==> config.mk <==
export PLATFORM = sky130hd
export DESIGN_NAME = trap_ctrl
export DESIGN_NICKNAME = d
export VERILOG_FILES = /design/src/rtl/trap_ctrl.sv
export SDC_FILE = /design/constraint.sdc
export NUM_CORES = 1
export LEC_CHECK = 0
export ABC_CLOCK_PERIOD_IN_PS = 7550
export CAP_MARGIN = 20
export CORE_MARGIN = 3
export CORE_UTILIZATION = 52
export CTS_BUF_LIST = sky130_fd_sc_hd__clkbuf_8
export DETAILED_ROUTE_END_ITERATION = 12
export PLACE_DENSITY = 0.86
export SLEW_MARGIN = 25
export SYNTH_ARGS = -nofsm -noshare
export SYNTH_HDL_FRONTEND = slang
export SYNTH_SLANG_ARGS = --single-unit
==> constraint.sdc <==
create_clock -name i_clk -period 7.55 [get_ports i_clk]
set_input_delay 1.51 -clock i_clk [delete_from_list [all_inputs] [get_ports i_clk]]
set_output_delay 1.51 -clock i_clk [all_outputs]
set_load 0.02 [all_outputs]
==> src/rtl/trap_ctrl.sv <==
// Trap controller: samples pipeline state, arbitrates exception over interrupts, and presents one trap per valid/ready handshake.
// Latency: inputs sampled at edge N, o_trap_valid high after edge N+1; outputs hold in REQ until i_trap_ready.
module trap_ctrl #(
    parameter int XLEN    = 32,
    parameter int STAGES  = 6,
    parameter int NUM_INT = 16,
    parameter int HOLDOFF = 4
) (
    input  logic                   i_clk,
    input  logic                   i_rst,
    input  logic                   i_flush,
    input  logic                   i_mmu_wait,
    input  logic [STAGES*XLEN-1:0] i_stage_pc,
    input  logic                   i_exc_en,
    input  logic [3:0]             i_exc_code,
    input  logic                   i_chmode_do_in,
    input  logic [1:0]             i_chmode_to_in,
    input  logic                   i_int_allow,
    input  logic [NUM_INT-1:0]     i_int_pend,
    input  logic [1:0]             i_tvec_mode,
    input  logic [XLEN-1:0]        i_tvec_base,
    output logic                   o_trap_valid,
    input  logic                   i_trap_ready,
    output logic [XLEN-1:0]        o_trap_pc,
    output logic [XLEN-1:0]        o_trap_cause,
    output logic [XLEN-1:0]        o_trap_jmp_to,
    output logic                   o_chmode_do,
    output logic [1:0]             o_chmode_to,
    output logic                   o_int_masked
);
    localparam int CW = (HOLDOFF > 0) ? $clog2(HOLDOFF + 1) : 1;
    localparam logic [0:0] S_IDLE = 1'b0;
    localparam logic [0:0] S_REQ  = 1'b1;

    logic [STAGES*XLEN-1:0] r_stage_pc;
    logic                   r_exc_en;
    logic [3:0]             r_exc_code;
    logic                   r_chmode_do;
    logic [1:0]             r_chmode_to;
    logic                   r_int_allow;
    logic [NUM_INT-1:0]     r_int_pend;
    logic [0:0]             r_state;
    logic [CW-1:0]          r_hold;
    logic [XLEN-1:0]        r_trap_pc;
    logic [XLEN-1:0]        r_trap_cause;
    logic [XLEN-1:0]        r_trap_jmp;

    logic            w_masked;
    logic            w_exc;
    logic            w_irq;
    logic [XLEN-1:0] w_pc;
    logic [3:0]      w_int_code;
    logic [3:0]      w_code;
    logic [XLEN-1:0] w_cause;
    logic [XLEN-1:0] w_base;
    logic [XLEN-1:0] w_jmp;
    logic            w_hs;

    assign w_masked = (r_hold != '0);
    assign w_exc    = r_exc_en;
    assign w_irq    = r_int_allow & (|r_int_pend) & ~w_masked;
    assign w_hs     = (r_state == S_REQ) & i_trap_ready;

    // Ascending scans so the highest-index hit is the one that sticks.
    always_comb begin
        w_pc       = '0;
        w_int_code = 4'd0;
        for (int i = 0; i < STAGES; i++) begin
            if (r_stage_pc[i*XLEN +: XLEN] != '0) w_pc = r_stage_pc[i*XLEN +: XLEN];
        end
        for (int i = 0; i < NUM_INT; i++) begin
            if (r_int_pend[i]) w_int_code = 4'(i);
        end
    end

    assign w_code = w_exc ? r_exc_code : w_int_code;
    assign w_base = i_tvec_base & ~XLEN'(3);

    always_comb begin
        w_cause            = '0;
        w_cause[3:0]       = w_code;
        w_cause[XLEN-1]    = ~w_exc;
    end

    assign w_jmp = (!w_exc && i_tvec_mode == 2'b01)
                 ? w_base + {{(XLEN-6){1'b0}}, w_code, 2'b00}
                 : w_base;

    always_ff @(posedge i_clk) begin
        if (i_rst || i_flush) begin
            r_stage_pc  <= '0;
            r_exc_en    <= 1'b0;
            r_exc_code  <= 4'd0;
            r_chmode_do <= 1'b0;
            r_chmode_to <= 2'd0;
            r_int_allow <= 1'b0;
            r_int_pend  <= '0;
        end else if (!i_mmu_wait) begin
            r_stage_pc  <= i_stage_pc;
            r_exc_en    <= i_exc_en;
            r_exc_code  <= i_exc_code;
            r_chmode_do <= i_chmode_do_in;
            r_chmode_to <= i_chmode_to_in;
            r_int_allow <= i_int_allow;
            r_int_pend  <= i_int_pend;
        end
    end

    always_ff @(posedge i_clk) begin
        if (i_rst) begin
            r_hold <= '0;
        end else if (w_hs) begin
            r_hold <= CW'(HOLDOFF);
        end else if (r_hold != '0) begin
            r_hold <= r_hold - 1'b1;
        end
    end

    // FLUSH only clears the sampler; a condition already sampled still fires.
    always_ff @(posedge i_clk) begin
        if (i_rst) begin
            r_state      <= S_IDLE;
            r_trap_pc    <= '0;
            r_trap_cause <= '0;
            r_trap_jmp   <= '0;
        end else begin
            case (r_state)
                S_IDLE: begin
                    if ((w_exc || w_irq) && !i_mmu_wait) begin
                        r_state      <= S_REQ;
                        r_trap_pc    <= w_pc;
                        r_trap_cause <= w_cause;
                        r_trap_jmp   <= w_jmp;
                    end
                end
                default: begin
                    if (i_trap_ready) r_state <= S_IDLE;
                end
            endcase
        end
    end

    assign o_trap_valid  = (r_state == S_REQ);
    assign o_trap_pc     = r_trap_pc;
    assign o_trap_cause  = r_trap_cause;
    assign o_trap_jmp_to = r_trap_jmp;
    assign o_chmode_do   = r_chmode_do;
    assign o_chmode_to   = r_chmode_to;
    assign o_int_masked  = w_masked;
endmodule

==> results of run 1 <==
[stage by stage]
stage                     setup WS, ns  hold WS (ns)  power (mW)
after floorplan                   4.17         0.454        1.95
after global placement            3.26         0.434        2.18
after detailed placement          3.25         0.441        2.20
after CTS                         3.83         0.449        3.51
after global routing              3.65         0.468        3.63
final                             3.95         0.448        3.49
[cells in the final DEF, fill, tap and decap left out, types with 15 or more instances in the layout]
cell,instances
inv_1,30
clkbuf_8,60
a21o_1,33
a211o_1,33
a211oi_1,23
o21ai_0,37
conb_1,29
nor2_1,262
a221oi_1,31
dfxtp_1,288
xnor2_1,15
nor4_1,47
mux2i_1,226
nand2_1,49
o21ai_1,32
clkdlybuf4s50_1,324
[worst paths after layout]
kind / startpoint / to
max: r_int_pend[2]$_SDFFE_PP0N_ / o_trap_jmp_to[31]$_SDFFE_PP0P_
min: o_trap_pc[31]$_SDFFE_PP0P_ / o_trap_pc[31]$_SDFFE_PP0P_
max reg2reg: r_int_pend[2]$_SDFFE_PP0N_ / o_trap_jmp_to[31]$_SDFFE_PP0P_
min reg2reg: o_trap_pc[31]$_SDFFE_PP0P_ / o_trap_pc[31]$_SDFFE_PP0P_
[layout make-up]
| class | count | area share, % |
|---|---|---|
| clock buffer | 60 | 4.94 |
| inverter | 15 | 0.337 |
| multi-input combinational | 926 | 37.1 |
| sequential | 288 | 34.5 |
| timing repair buffer | 337 | 20.2 |
| clock inverter | 21 | 0.569 |
| antenna | 1 | 0.0150 |
| tap | 313 | 2.34 |
[report_power, final]
group	total, mW	switching, mW	internal, mW
registers	1.62	0.0465	1.58
logic	0.554	0.274	0.280
clock network	1.31	0.603	0.710
[sequential cells by signal (all words and copies together) (netlist names)]
| signal | cells |
|---|---|
| o_trap_pc | 32 |
| r_int_allow | 1 |
| r_hold | 3 |
| o_trap_valid | 1 |
| r_int_pend | 16 |
| o_trap_cause | 5 |
| r_stage_pc | 192 |
| o_chmode_to | 2 |
| o_chmode_do | 1 |
| o_trap_jmp_to | 30 |
| r_exc_en | 1 |
| r_exc_code | 4 |
[cells by family after synthesis]
group | after synthesis | synth area share [%]
flops | 288 | 46.4
simple gates | 420 | 15.4
mux | 226 | 18.2
buf+inv | 129 | 4.89
other cells | 1 | 0.0302
xor+xnor | 24 | 1.69
compound gates | 220 | 12.6
fa+ha+maj | 7 | 0.765
[layer usage]
layer | wire length [um] | up-vias | track usage, % | share of wire [%]
met4 | 1560 | 4 | 11.7 | 4.0
li1 | - | 5243 | - | -
met5 | 33 | - | 0 | 0.084
met3 | 3150 | 104 | 7.97 | 8.0
met1 | 15100 | 5186 | 33.5 | 39
met2 | 19300 | 458 | 50.7 | 49
[critical path, delay by kind of cell (launching register included)]
family	cells	cell delay, ns
adder cells (fa/ha/maj)	1	0.34
AO/OA/AOI/OAI	8	2.14
AND/OR/NAND/NOR	2	0.53
flip-flops	1	0.33
XOR/XNOR	1	0.15
==> results.json, run 1 <==
{
  "outcome": "finished, final reports clean",
  "leakage_nw": 7.04,
  "synth_area_per_cell_um2": 9.45,
  "netlist.area_leader.share_pct": 46.4,
  "hold_buffers": 0,
  "wire_per_inst_um": 20.0,
  "drt.antenna.violating_nets": 0,
  "post_cts_resized": 0,
  "ys_warn_count": 0,
  "ys.flop_type": "dfxtp_1",
  "path_common_cell": "a21o_1",
  "gp_congestion": 0.906,
  "fin_tns_setup_ns": 0,
  "synth_edf_count": 0,
  "rrSetupSlack_ns": 3.95,
  "wirelength_mm": 39.2,
  "fin_area_um2": 16700,
  "max-vdd-ir-drop_v": 0.000140,
  "grt_pass1_vias": 11022,
  "fin_util_pct": 72.5,
  "multi_input_area_um2": 6200,
  "clock_latency_ns": 0.56,
  "syn_inst": 1315,
  "required_ns": 7.99,
  "cp.arrival_ns": 4.04,
  "num_vias": 10995,
  "first_pass_iters": 8,
  "row_count": 55,
  "ios": 357,
  "syn_to_final_growth_pct": 34.5,
  "cts_root_buf": "clkbuf_8",
  "syn_area_um2": 12400,
  "place_hpwl_mm": 29.0,
  "period_needed_ns": 3.60,
  "yosys.area.top_type": "dfxtp_1",
  "relSlewSlack_pct": 31.6,
  "grt.total_usage_pct": 29.0,
  "fillCellCount": 1717,
  "die_area_um2": 25800,
  "dp_cells": 1878,
  "end_kind": "register",
  "synth_cell_type_count": 56,
  "async_reset_ff_share_pct": 0,
  "cts.htree.levels": 2,
  "rsz0062_at_grt": "false",
  "ys_seq_elements": 288,
  "die_w_um": 161,
  "post-route-drc-count": 0,
  "core_area_um2": 23100,
  "slew_violations": 0,
  "maxCapViolations": 0,
  "worstMarginPinSlew_ns": 1.03,
  "synthTopCellsByCount": "dfxtp_1 (288), nor2_1 (266), mux2i_1 (226), clkbuf_1 (64), nand2_1 (49)",
  "crit_chain": "nor2_1 -> o31ai_1 -> a211o_1 -> a2111oi_0 -> a21oi_1 -> ha_1 -> a21o_1 -> a21o_1 -> a21oi_2 -> and3b_1 -> xor2_1 -> a22o_1",
  "critical_path_class": "register to register",
  "viasPerCell": 5.61,
  "slowest_delay_ns": 0.59,
  "final_nets": 1877,
  "grt_max_degree": 108,
  "yosysMostFrequentCell": "dfxtp_1",
  "max_freq_mhz": 277,
  "slowest_stage": "a21oi_2",
  "drt_iter0_markers": 860,
  "reg2reg_depth": 12,
  "seq_area_um2": 5770,
  "drive_gt1_share_pct": 6.01,
  "stdcell_count": 1961,
  "cts_tree": "done",
  "hold_viol": 0,
  "ctsLongestPathBuffers": 3,
  "dpl_cell_area_um2": 15800,
  "antenna_found_initial": 3,
  "numCtsBuffers": 46,
  "post-route-period-util_pct": 47.7,
  "chipHeight_um": 161,
  "setup_violations": 0,
  "place.port_buffers": 325,
  "synthTopCellsByArea": "dfxtp_1 (46%), mux2i_1 (18%), nor2_1 (8.0%), nor4_1 (2.4%), a211o_1 (2.3%)",
  "clock_sinks": 288,
  "crit_fanout": 15,
  "clock_skew_ns": 0.0202,
  "cts_setup_buffers": 0,
  "initial_core_util_pct": 53.9,
  "min_path_cells": 2,
  "clk_pin_slew_ns": 0.06,
  "grt_pass1_wl_mm": 59.4,
  "seq_area_frac_synth_pct": 46.4,
  "grt_overflow_total": 0,
  "hold_class": "register to register",
  "p_per_area_nw_per_um2": 209,
  "start_kind": "register"
}
No activity file was read; power rests on OpenSTA's default activity.
==> inputs of run 2 (changes only) <==
--- a/config.mk
+++ b/config.mk
@@ -5,13 +5,13 @@
 export SDC_FILE = /design/constraint.sdc
 export NUM_CORES = 1
 export LEC_CHECK = 0
-export ABC_CLOCK_PERIOD_IN_PS = 7550
+export ABC_CLOCK_PERIOD_IN_PS = 2900
 export CAP_MARGIN = 20
 export CORE_MARGIN = 3
-export CORE_UTILIZATION = 52
+export CORE_UTILIZATION = 45
 export CTS_BUF_LIST = sky130_fd_sc_hd__clkbuf_8
 export DETAILED_ROUTE_END_ITERATION = 12
-export PLACE_DENSITY = 0.86
+export PLACE_DENSITY = 0.79
 export SLEW_MARGIN = 25
 export SYNTH_ARGS = -nofsm -noshare
 export SYNTH_HDL_FRONTEND = slang
==> constraint.sdc (replaced) <==
create_clock -name i_clk -period 2.9 [get_ports i_clk]
set_input_delay 0.58 -clock i_clk [delete_from_list [all_inputs] [get_ports i_clk]]
set_output_delay 0.58 -clock i_clk [all_outputs]
set_load 0.02 [all_outputs]
==> run 2 against run 1 <==
The flow now finishes with violations (setup timing). Utilization is 7.2 points lower. Worst hold slack better by 0.0023 ns. First-iteration DRC count is 18% lower. Maximum frequency is 16% higher. Die area is 15% higher. Global-route usage is 2.6 points lower. Setup slack worse by 4.2 ns. Via count is 2.0% higher. Register-to-register slack worse by 4.2 ns. Non-clock buffer count is 44 higher. Sequential share of layout area is 1.8 points lower. Critical path type unchanged. Highest routed layer unchanged.
==> results.json, run 2 (synthesis results as in run 1) <==
{
  "cp.arrival_ns": 3.59,
  "fillCellCount": 2115,
  "die_area_um2": 29600,
  "hold_viol": 0,
  "leakage_nw": 7.55,
  "core_area_um2": 27000,
  "start_kind": "register",
  "cts_tree": "done",
  "relSlewSlack_pct": 36.2,
  "final_nets": 1925,
  "drt_iter0_markers": 702,
  "cts.htree.levels": 2,
  "ios": 357,
  "gp_congestion": 0.914,
  "die_w_um": 172,
  "layout_common_cells": "clkdlybuf4s50_1 (324), dfxtp_1 (285), nor2_1 (262), mux2i_1 (226), clkbuf_8 (64)",
  "place_hpwl_mm": 30.2,
  "fin_util_pct": 65.3,
  "worstMarginPinSlew_ns": 0.957,
  "hold_buffers": 0,
  "met3WireLength_mm": 3.96,
  "violations": "setup timing",
  "maxCapViolations": 0,
  "slowest_delay_ns": 0.40,
  "grt_max_degree": 107,
  "grt_pass1_wl_mm": 60.5,
  "crit_fanout": 8,
  "rrSetupSlack_ns": -0.22,
  "row_count": 60,
  "antenna_found_initial": 11,
  "setup_violations": 23,
  "min_path_cells": 2,
  "numCtsBuffers": 50,
  "ctsLongestPathBuffers": 3,
  "syn_to_final_growth_pct": 41.9,
  "finalPower_mw": 9.77,
  "max-vdd-ir-drop_v": 0.000373,
  "slew_violations": 0,
  "top_layer": "met5",
  "required_ns": 3.37,
  "max_freq_mhz": 321,
  "largest_reg_flops": 192,
  "place.port_buffers": 325,
  "slowest_stage": "a211o_4",
  "initial_core_util_pct": 46.0,
  "grt_pass1_vias": 11087,
  "viasPerCell": 5.49,
  "post-route-drc-count": 0,
  "whs_ns": 0.450,
  "clock_sinks": 288,
  "reg2reg_depth": 14,
  "final_common_cell": "clkdlybuf4s50_1",
  "clock_skew_ns": 0.0368,
  "grt_overflow_total": 0,
  "fin_ws_ns": -0.216,
  "regMostFlops": "r_stage_pc",
  "wl_met1_mm": 15.5,
  "clk_pin_slew_ns": 0.06,
  "wirelength_mm": 41.2,
  "grt.total_usage_pct": 26.4,
  "end_kind": "register",
  "first_pass_iters": 5,
  "critical_path_class": "register to register",
  "crit_chain": "nor2b_4 -> o21bai_1 -> a21oi_1 -> nor2_1 -> o311ai_2 -> and2_4 -> ha_4 -> inv_2 -> fa_2 -> nor2b_2 -> o21ai_2 -> a211o_4 -> or3_1 -> a311oi_2",
  "cts_root_buf": "clkbuf_8",
  "p_per_area_nw_per_um2": 554,
  "post-route-period-util_pct": 107,
  "dp_cells": 1941,
  "period_needed_ns": 3.12,
  "rsz0062_at_grt": "true",
  "hold_class": "register to register",
  "chipHeight_um": 172,
  "wl_met2_mm": 20.2,
  "num_vias": 11216,
  "stdcell_count": 2043,
  "drive_gt1_share_pct": 11.1,
  "drt.antenna.violating_nets": 0,
  "outcome": "complete, but fails checks",
  "wire_per_inst_um": 20.2,
  "clock_latency_ns": 0.58
}
run 2: cell count changes in the layout (fill, tap and decap cells not counted), moves of 4 or more:
cell      before  now
nor3_4         0    5
a211oi_2       1    5
nand2_1       49   45
nor4_1        47   43
nor4_4         1    5
clkbuf_8      60   64
buf_12         0    7
buf_4         11   43
buf_6          0    5
a211oi_1      23   19
run 2: routing by layer:
layer	GRT usage (%)	up-vias
li1	-	5349
met1	29.9	5271
met2	45.7	488
met3	9.21	94
met4	10.4	14
met5	0	-
run 2: repair_timing:
item / 4_1_cts / 5_1_grt
pin swaps: 25 / 44
endpoints found under the setup margin: 24 / 26
buffers inserted: 8 / 3
resized for setup: 25 / 43
gates cloned: 1 / 0
run 2: power by group:
| part | leakage, nW | total [mW] | switching (mW) | internal, mW |
|---|---|---|---|---|
| Clock | 0.607 | 3.92 | 1.67 | 2.25 |
| Combinational | 4.60 | 1.63 | 0.784 | 0.846 |
| Sequential | 2.34 | 4.22 | 0.117 | 4.10 |
run 2: final timing paths:
kind / from / endpoint
setup / recovery: r_int_pend[1]$_SDFFE_PP0N_ / o_trap_jmp_to[22]$_SDFFE_PP0P_
hold / removal: o_trap_pc[15]$_SDFFE_PP0P_ / o_trap_pc[15]$_SDFFE_PP0P_
hold reg to reg: o_trap_pc[15]$_SDFFE_PP0P_ / o_trap_pc[15]$_SDFFE_PP0P_
setup reg to reg: r_int_pend[1]$_SDFFE_PP0N_ / o_trap_jmp_to[22]$_SDFFE_PP0P_
run 2: worst max-delay path, delay by kind of cell, from the launching register on:
kind | cells | cell delay [ns]
AOI/OAI and AO/OA | 6 | 1.24
and+or+nand+nor | 5 | 0.96
adders and majority gates | 2 | 0.47
DFF | 1 | 0.32
buffers and inverters | 1 | 0.03
run 2: final cells by class:
| class | instances | area, um^2 | area share [%] |
|---|---|---|---|
| diodes | 2 | 5.00 | 0.0284 |
| clock buffers | 64 | 881 | 4.99 |
| clock inverters | 26 | 199 | 1.13 |
| inverters | 15 | 56.3 | 0.319 |
| multi-input cells | 926 | 6510 | 36.9 |
| flip-flops and latches | 288 | 5770 | 32.7 |
| well taps | 341 | 427 | 2.42 |
| repair buffers | 381 | 3790 | 21.5 |
run 2: through the flow:
stage          worst slack (ns)  setup TNS (ns)  cell area, um^2
6_report                 -0.216           -2.42            17600
5_1_grt                  -0.308           -5.66            17600
4_1_cts                  -0.134          -0.566            17400
3_5_place_dp             -0.264           -4.01            16100
3_3_place_gp             -0.227           -2.98            16100
2_1_floorplan           0.00945               0            12500
